`config.mk`:
```
export PLATFORM = sky130hd
export DESIGN_NAME = serial_add_ctrl
export DESIGN_NICKNAME = d
export VERILOG_FILES = /design/src/rtl/serial_add_ctrl.sv
export SDC_FILE = /design/constraint.sdc
export NUM_CORES = 1
export LEC_CHECK = 0
export ABC_AREA = 0
export CORE_MARGIN = 1
export CORE_UTILIZATION = 52
export DETAILED_ROUTE_END_ITERATION = 12
export PLACE_DENSITY_LB_ADDON = 0.12
export SKIP_LAST_GASP = 1
export SLEW_MARGIN = 20
export SYNTH_ARGS = -nofsm -noshare
export SYNTH_HDL_FRONTEND = slang
export SYNTH_SLANG_ARGS = --single-unit
```
`constraint.sdc`:
```
create_clock -name clk -period 1.8 [get_ports clk]
set_clock_uncertainty 0.1 [all_clocks]
set_input_delay 0.36 -clock clk [delete_from_list [all_inputs] [get_ports clk]]
set_output_delay 0.36 -clock clk [all_outputs]
set_load 0.05 [all_outputs]
```
`src/rtl/serial_add_ctrl.sv`:
```
// Controller for a bit-serial adder. It shifts parallel operands out LSB first,
// collects the registered sum bits and returns them as a parallel result.
//
// state | meaning
// IDLE  | waiting for start; operands latched when start is accepted
// SHIFT | presenting operand bit cnt with en=1; capturing sum bits from cnt=1 on
// DRAIN | en=0, capturing the MSB sum bit and the adder overflow flag
// DONE  | one-cycle done pulse; result/overflow valid
module serial_add_ctrl #(
  parameter int WIDTH = 8
) (
  input  logic             clk,
  input  logic             reset,
  input  logic             start,
  input  logic [WIDTH-1:0] op_a,
  input  logic [WIDTH-1:0] op_b,
  output logic             a,
  output logic             b,
  output logic             en,
  input  logic             sum_in,
  input  logic             ovf_in,
  output logic             busy,
  output logic             done,
  output logic [WIDTH-1:0] result,
  output logic             overflow
);

  localparam int CW = (WIDTH > 2) ? $clog2(WIDTH) : 1;
  localparam logic [CW-1:0] LAST = CW'(WIDTH - 1);

  typedef enum logic [1:0] {
    IDLE  = 2'd0,
    SHIFT = 2'd1,
    DRAIN = 2'd2,
    DONE  = 2'd3
  } state_t;

  state_t           state;
  state_t           state_nxt;
  logic [WIDTH-1:0] sh_a;
  logic [WIDTH-1:0] sh_b;
  logic [WIDTH-1:0] cap;
  logic [WIDTH-1:0] cap_nxt;
  logic [CW-1:0]    cnt;

  always_ff @(posedge clk) begin
    if (reset) begin
      state <= IDLE;
    end else begin
      state <= state_nxt;
    end
  end

  always_comb begin
    state_nxt = state;
    unique case (state)
      IDLE:    if (start) state_nxt = SHIFT;
      SHIFT:   if (cnt == LAST) state_nxt = DRAIN;
      DRAIN:   state_nxt = DONE;
      DONE:    state_nxt = IDLE;
      default: state_nxt = IDLE;
    endcase
  end

  // Sum bits arrive LSB first, so shifting right leaves bit 0 at the bottom
  // after exactly WIDTH captures.
  assign cap_nxt = {sum_in, cap[WIDTH-1:1]};

  always_ff @(posedge clk) begin
    if (reset) begin
      sh_a <= '0;
      sh_b <= '0;
      cap  <= '0;
      cnt  <= '0;
    end else begin
      unique case (state)
        IDLE: begin
          if (start) begin
            sh_a <= op_a;
            sh_b <= op_b;
            cap  <= '0;
            cnt  <= '0;
          end
        end
        SHIFT: begin
          sh_a <= sh_a >> 1;
          sh_b <= sh_b >> 1;
          if (cnt != LAST) cnt <= cnt + CW'(1);
          if (cnt != '0) cap <= cap_nxt;
        end
        DRAIN: begin
          cap <= cap_nxt;
        end
        default: begin
        end
      endcase
    end
  end

  // Loaded on the DRAIN->DONE edge so the new value is visible together with done.
  always_ff @(posedge clk) begin
    if (reset) begin
      result   <= '0;
      overflow <= 1'b0;
    end else if (state == DRAIN) begin
      result   <= cap_nxt;
      overflow <= ovf_in;
    end
  end

  assign en   = (state == SHIFT);
  assign a    = en & sh_a[0];
  assign b    = en & sh_b[0];
  assign busy = (state != IDLE);
  assign done = (state == DONE);

endmodule
```
==> results.md <==
Critical path:
- The cell with the largest stage delay on the worst path is sky130_fd_sc_hd__dfxtp_2.
- The worst setup path is launched from a flip-flop.
- Data on the critical path is required at its endpoint by about 1.3 ns.
- The signal on the critical path passes through inv_2, ha_4, and2_2, buf_12.
- The largest single stage delay on the critical path is approximately 0.37 ns.
- The critical path in this run is classified as flip-flop to output port.
- The data arrival time of the critical path is around 1.3 ns.
- The worst-path maximum fanout is 6.
- The kind of cell with the highest combined delay along the critical path is flip-flops.
- The number of buffers and inverters on the critical path is 2.
- The worst setup path is captured at an output port.

Pwr:
- Of the total power, the share spent switching nets is 0.409.
- Summed over all nets, the switching power comes to ~0.0015 W.
- Of the total power, the clock network draws 0.151.
- The areal power density over the cells is between 1000 and 1500 mW/mm².
- The part of the total power dissipated in combinational logic is 0.531.
- Across the VDD grid, the largest voltage drop is 0.000885 V.
- The sequential cell fraction of total power is 0.317.
- The leakage power is 0.943 nW.
- The internal portion of the total power is ~0.0022 W.

Final layout:
- The final design area excluding fillers is 0.00245 mm².
- The final core area utilization is 0.711.
- Leaving out fill and tap cells, the most frequent cells in the layout are sky130_fd_sc_hd__dfxtp_1, sky130_fd_sc_hd__nor2_1, sky130_fd_sc_hd__mux2i_1.
- The number of nets at the end of the flow is between 200 and 250.
- The filler-free cell count of the finished design is between 200 and 300.
- The synthesis-to-finish area growth is 27.0%.
- Leaving out fill and tap cells, the most frequent cell in the layout is sky130_fd_sc_hd__dfxtp_1.
- The number of antenna cells inserted is 0.
- In the final layout, the share of cells above drive strength 1 is 0.300.
- The total of fill cells in the finished design is between 200 and 250.

Floorplanning:
- The full die area is between 0.003 and 0.004 mm².
- In this run the core area contains 21 standard-cell rows.
- The floorplan step defined a core boundary enclosing approximately 0.0034 mm².
- The effective utilization at floorplan is 0.559.
- Measured along the y axis, the die boundary spans ~63 µm.
- The die boundary width is 62.9 µm.
- In this run the count of I/O pins placed on the die edge is 35.

Placed design:
- The HPWL reported at the end of detailed placement is approximately 2800 µm.
- Prior to clock tree synthesis, the placed netlist has a worst setup slack of -0.117 ns.
- Once placement completed, the tool counted placed cells totaling between 200 and 300.
- The number of port buffers is 34.
- The congestion estimate from routability-driven global placement came to about 0.69.
- The total placed instance area is approximately 0.0023 mm².

Run status:
- The flow ran to the end, and the final reports show no timing, DRC or antenna violations.

Clock network:
- The number of clock sinks is 37.
- The TritonCTS clock tree is yes.
- No sink is reached through more buffers than the 2 on the longest clock path.
- The number of hold buffers added after cts is 0.
- Clock-pin slew was measured on the worst setup and hold paths at 0.07 ns.
- The CTS buffer count is 5.
- The clock latency at the later pin of the worst-skew pair is just under 0.3 ns.
- The number of levels the H-tree was split into is 2.
- The master cell of the clock root buffer is sky130_fd_sc_hd__clkbuf_8.

Yosys:
- The mean instance size in the synthesized netlist is about 11 µm².
- The cell area that synthesis handed to floorplanning was 0.00193 mm².
- For this run, the register share of the synthesized area comes to 0.385.
- The number of instances in the synthesized netlist is ~180.
- Counting every net in the synthesized netlist gives 212.
- The number of distinct library cells after synthesis is 34.
- The warning count from the yosys run is 0.
- Synthesis inferred 37 register bits.

STA:
- After layout, the minimum clock period comes to roughly 1.7 ns.
- The worst pin sits at a relative slew slack of 0.726.
- Dividing the final minimum period by the clock period gives 0.964.
- The hold violation count in the final report is 0.
- The highest clock rate is roughly 0.58 GHz.
- Setup violations remaining at the end of the flow were counted as 0.
- Setup repair after global routing could not meet its margin everywhere.
- At the pin with the least slew margin, the transition time is 0.410 ns.
- The worst setup margin is about 0.064 ns.
- The count of pins over their slew limit came to 0.
- The sum of negative setup slack is 0 ns.

Min path:
- The worst hold path belongs to the class flip-flop to flip-flop.

Drt:
- For this run, design rule violations remaining after detail routing come to 0.
- The routed via count is around 1500.
- The detailed router finished its first iteration with between 60 and 70 violations.
- The average vias per placed instance is 5.48.
- The final layout contains routed wiring with a total length of 3940 µm.
- The first detailed-routing pass took 4 iterations.
- The residual antenna-violating net count after detailed routing is 0.
- The per-cell routed wire length is about 15 µm.

Global routing:
- The via count of the first global-routing pass came to between 1000 and 1500.
- Entering global routing, the biggest net connects 33 pins.
- Global routing finished with a remaining overflow of 0.
- The initial antenna violation count is 0.
- In the global route stage, overall resource usage came out at 0.216.
- The first global-routing pass estimated around 6700 µm of wire.

Job:
- Max-cap violations in this run came to 0.
[synthesized netlist by cell type]
cell type                  count  area, µm²
sky130_fd_sc_hd__buf_2         4       20.0
sky130_fd_sc_hd__o311ai_1      4       35.0
sky130_fd_sc_hd__buf_1         3       11.3
sky130_fd_sc_hd__o21ai_1       2       10.0
sky130_fd_sc_hd__mux2_4        1       15.0
sky130_fd_sc_hd__a21oi_1       3       15.0
sky130_fd_sc_hd__nor4_1        1       6.26
sky130_fd_sc_hd__ha_1          8        100
sky130_fd_sc_hd__nand2b_1      2       12.5
sky130_fd_sc_hd__o41ai_2       3       48.8
sky130_fd_sc_hd__buf_4         1       7.51
sky130_fd_sc_hd__a211oi_2     14        175
sky130_fd_sc_hd__dfxtp_1      37        741
sky130_fd_sc_hd__o21ai_0       1       5.00
sky130_fd_sc_hd__o41ai_1       4       35.0
sky130_fd_sc_hd__and3b_1       1       8.76
sky130_fd_sc_hd__and3b_4       1       12.5
sky130_fd_sc_hd__nor3_1        1       5.00
sky130_fd_sc_hd__buf_6         5       56.3
sky130_fd_sc_hd__inv_2         1       3.75
sky130_fd_sc_hd__o32ai_2       2       32.5
sky130_fd_sc_hd__clkbuf_1      2       7.51
sky130_fd_sc_hd__nor2b_4       1       13.8
sky130_fd_sc_hd__mux2i_1      25        250
sky130_fd_sc_hd__inv_1         5       18.8
sky130_fd_sc_hd__o311ai_2      3       48.8
sky130_fd_sc_hd__and2_1        4       25.0
sky130_fd_sc_hd__nor2b_1       5       31.3
sky130_fd_sc_hd__nand3_1       8       40.0
sky130_fd_sc_hd__buf_8         1       15.0
sky130_fd_sc_hd__a22oi_1       1       7.51
sky130_fd_sc_hd__nor2_1       26       97.6
sky130_fd_sc_hd__a31oi_1       1       6.26
sky130_fd_sc_hd__nand2_1       2       7.51
[final cells by class]
cell class / instances / area, µm² / area share
Multi-Input combinational cell: 124 / 1060 / 0.435
Sequential cell: 37 / 743 / 0.304
Timing Repair Buffer: 45 / 475 / 0.194
Clock buffer: 6 / 72.6 / 0.0297
Tap cell: 46 / 57.6 / 0.0235
Inverter: 6 / 22.5 / 0.00921
Clock inverter: 2 / 10.0 / 0.00409
[power by group through the flow]
| stage | logic [W] | clock network (W) | registers [W] |
|---|---|---|---|
| after floorplan | 0.00147 | 0 | 0.00117 |
| after CTS | 0.00194 | 0.000575 | 0.00116 |
| after detailed placement | 0.00188 | 0 | 0.00117 |
| after global routing | 0.00209 | 0.000603 | 0.00119 |
| final | 0.00195 | 0.000554 | 0.00116 |
| after global placement | 0.00182 | 0 | 0.00115 |
[kinds of logic (layout without fill, tap and decap cells)]
kind of cell,Yosys count,in the layout,synth area share
AO/OA/AOI/OAI,38,38,0.218
adder cells (fa/ha/maj),8,8,0.0520
buffers and inverters,22,59,0.0728
flip-flops,37,37,0.385
multiplexers,26,26,0.138
AND/OR/NAND/NOR,52,52,0.135
[tightest hold or removal path: cells and delay by family, from the launching register on]
kind	cells	cell delay, ns
flip-flops	1	0.32
AO/OA/AOI/OAI	2	0.14
[state kept, by name, summed over array words and instances, names as in the netlist]
register / cells
state: 2
cap: 7
cnt: 3
sh_b: 8
overflow: 1
result: 8
sh_a: 8
[per-layer routing]
layer / part of all wire / vias to the layer above / wire length [µm] / track usage
li1: - / 735 / - / -
met1: 0.43 / 688 / 1710 / 0.256
met2: 0.51 / 29 / 2020 / 0.368
met3: 0.042 / 7 / 165 / 0.0511
met4: 0.012 / 0 / 46 / 0.0930
met5: 0 / - / 0 / 0
[path summary, 6_finish.rpt]
| kind | to | depth (start not counted) | slack (ns) | from |
|---|---|---|---|---|
| hold reg to reg | cap[1] | 2 | 0.40 | cap[1] |
| hold / removal | cap[1] | 2 | 0.40 | cap[1] |
| setup reg to reg | sh_a[7] | 5 | 0.09 | state[0] |
| setup / recovery | a | 4 | 0.06 | state[1] |
[what timing repair did]
item	CTS	global route
setup buffers	3	0
gates resized for setup	3	2
endpoints found under the setup margin	14	20
[metrics by stage]
| step | total power [W] | hold WS [ns] |
|---|---|---|
| 2_1_floorplan | 0.00264 | 0.352 |
| 3_5_place_dp | 0.00305 | 0.392 |
| 3_3_place_gp | 0.00297 | 0.369 |
| 4_1_cts | 0.00367 | 0.403 |
| 5_1_grt | 0.00388 | 0.426 |
| 6_report | 0.00366 | 0.395 |
Power figures use the tool's default switching activity.
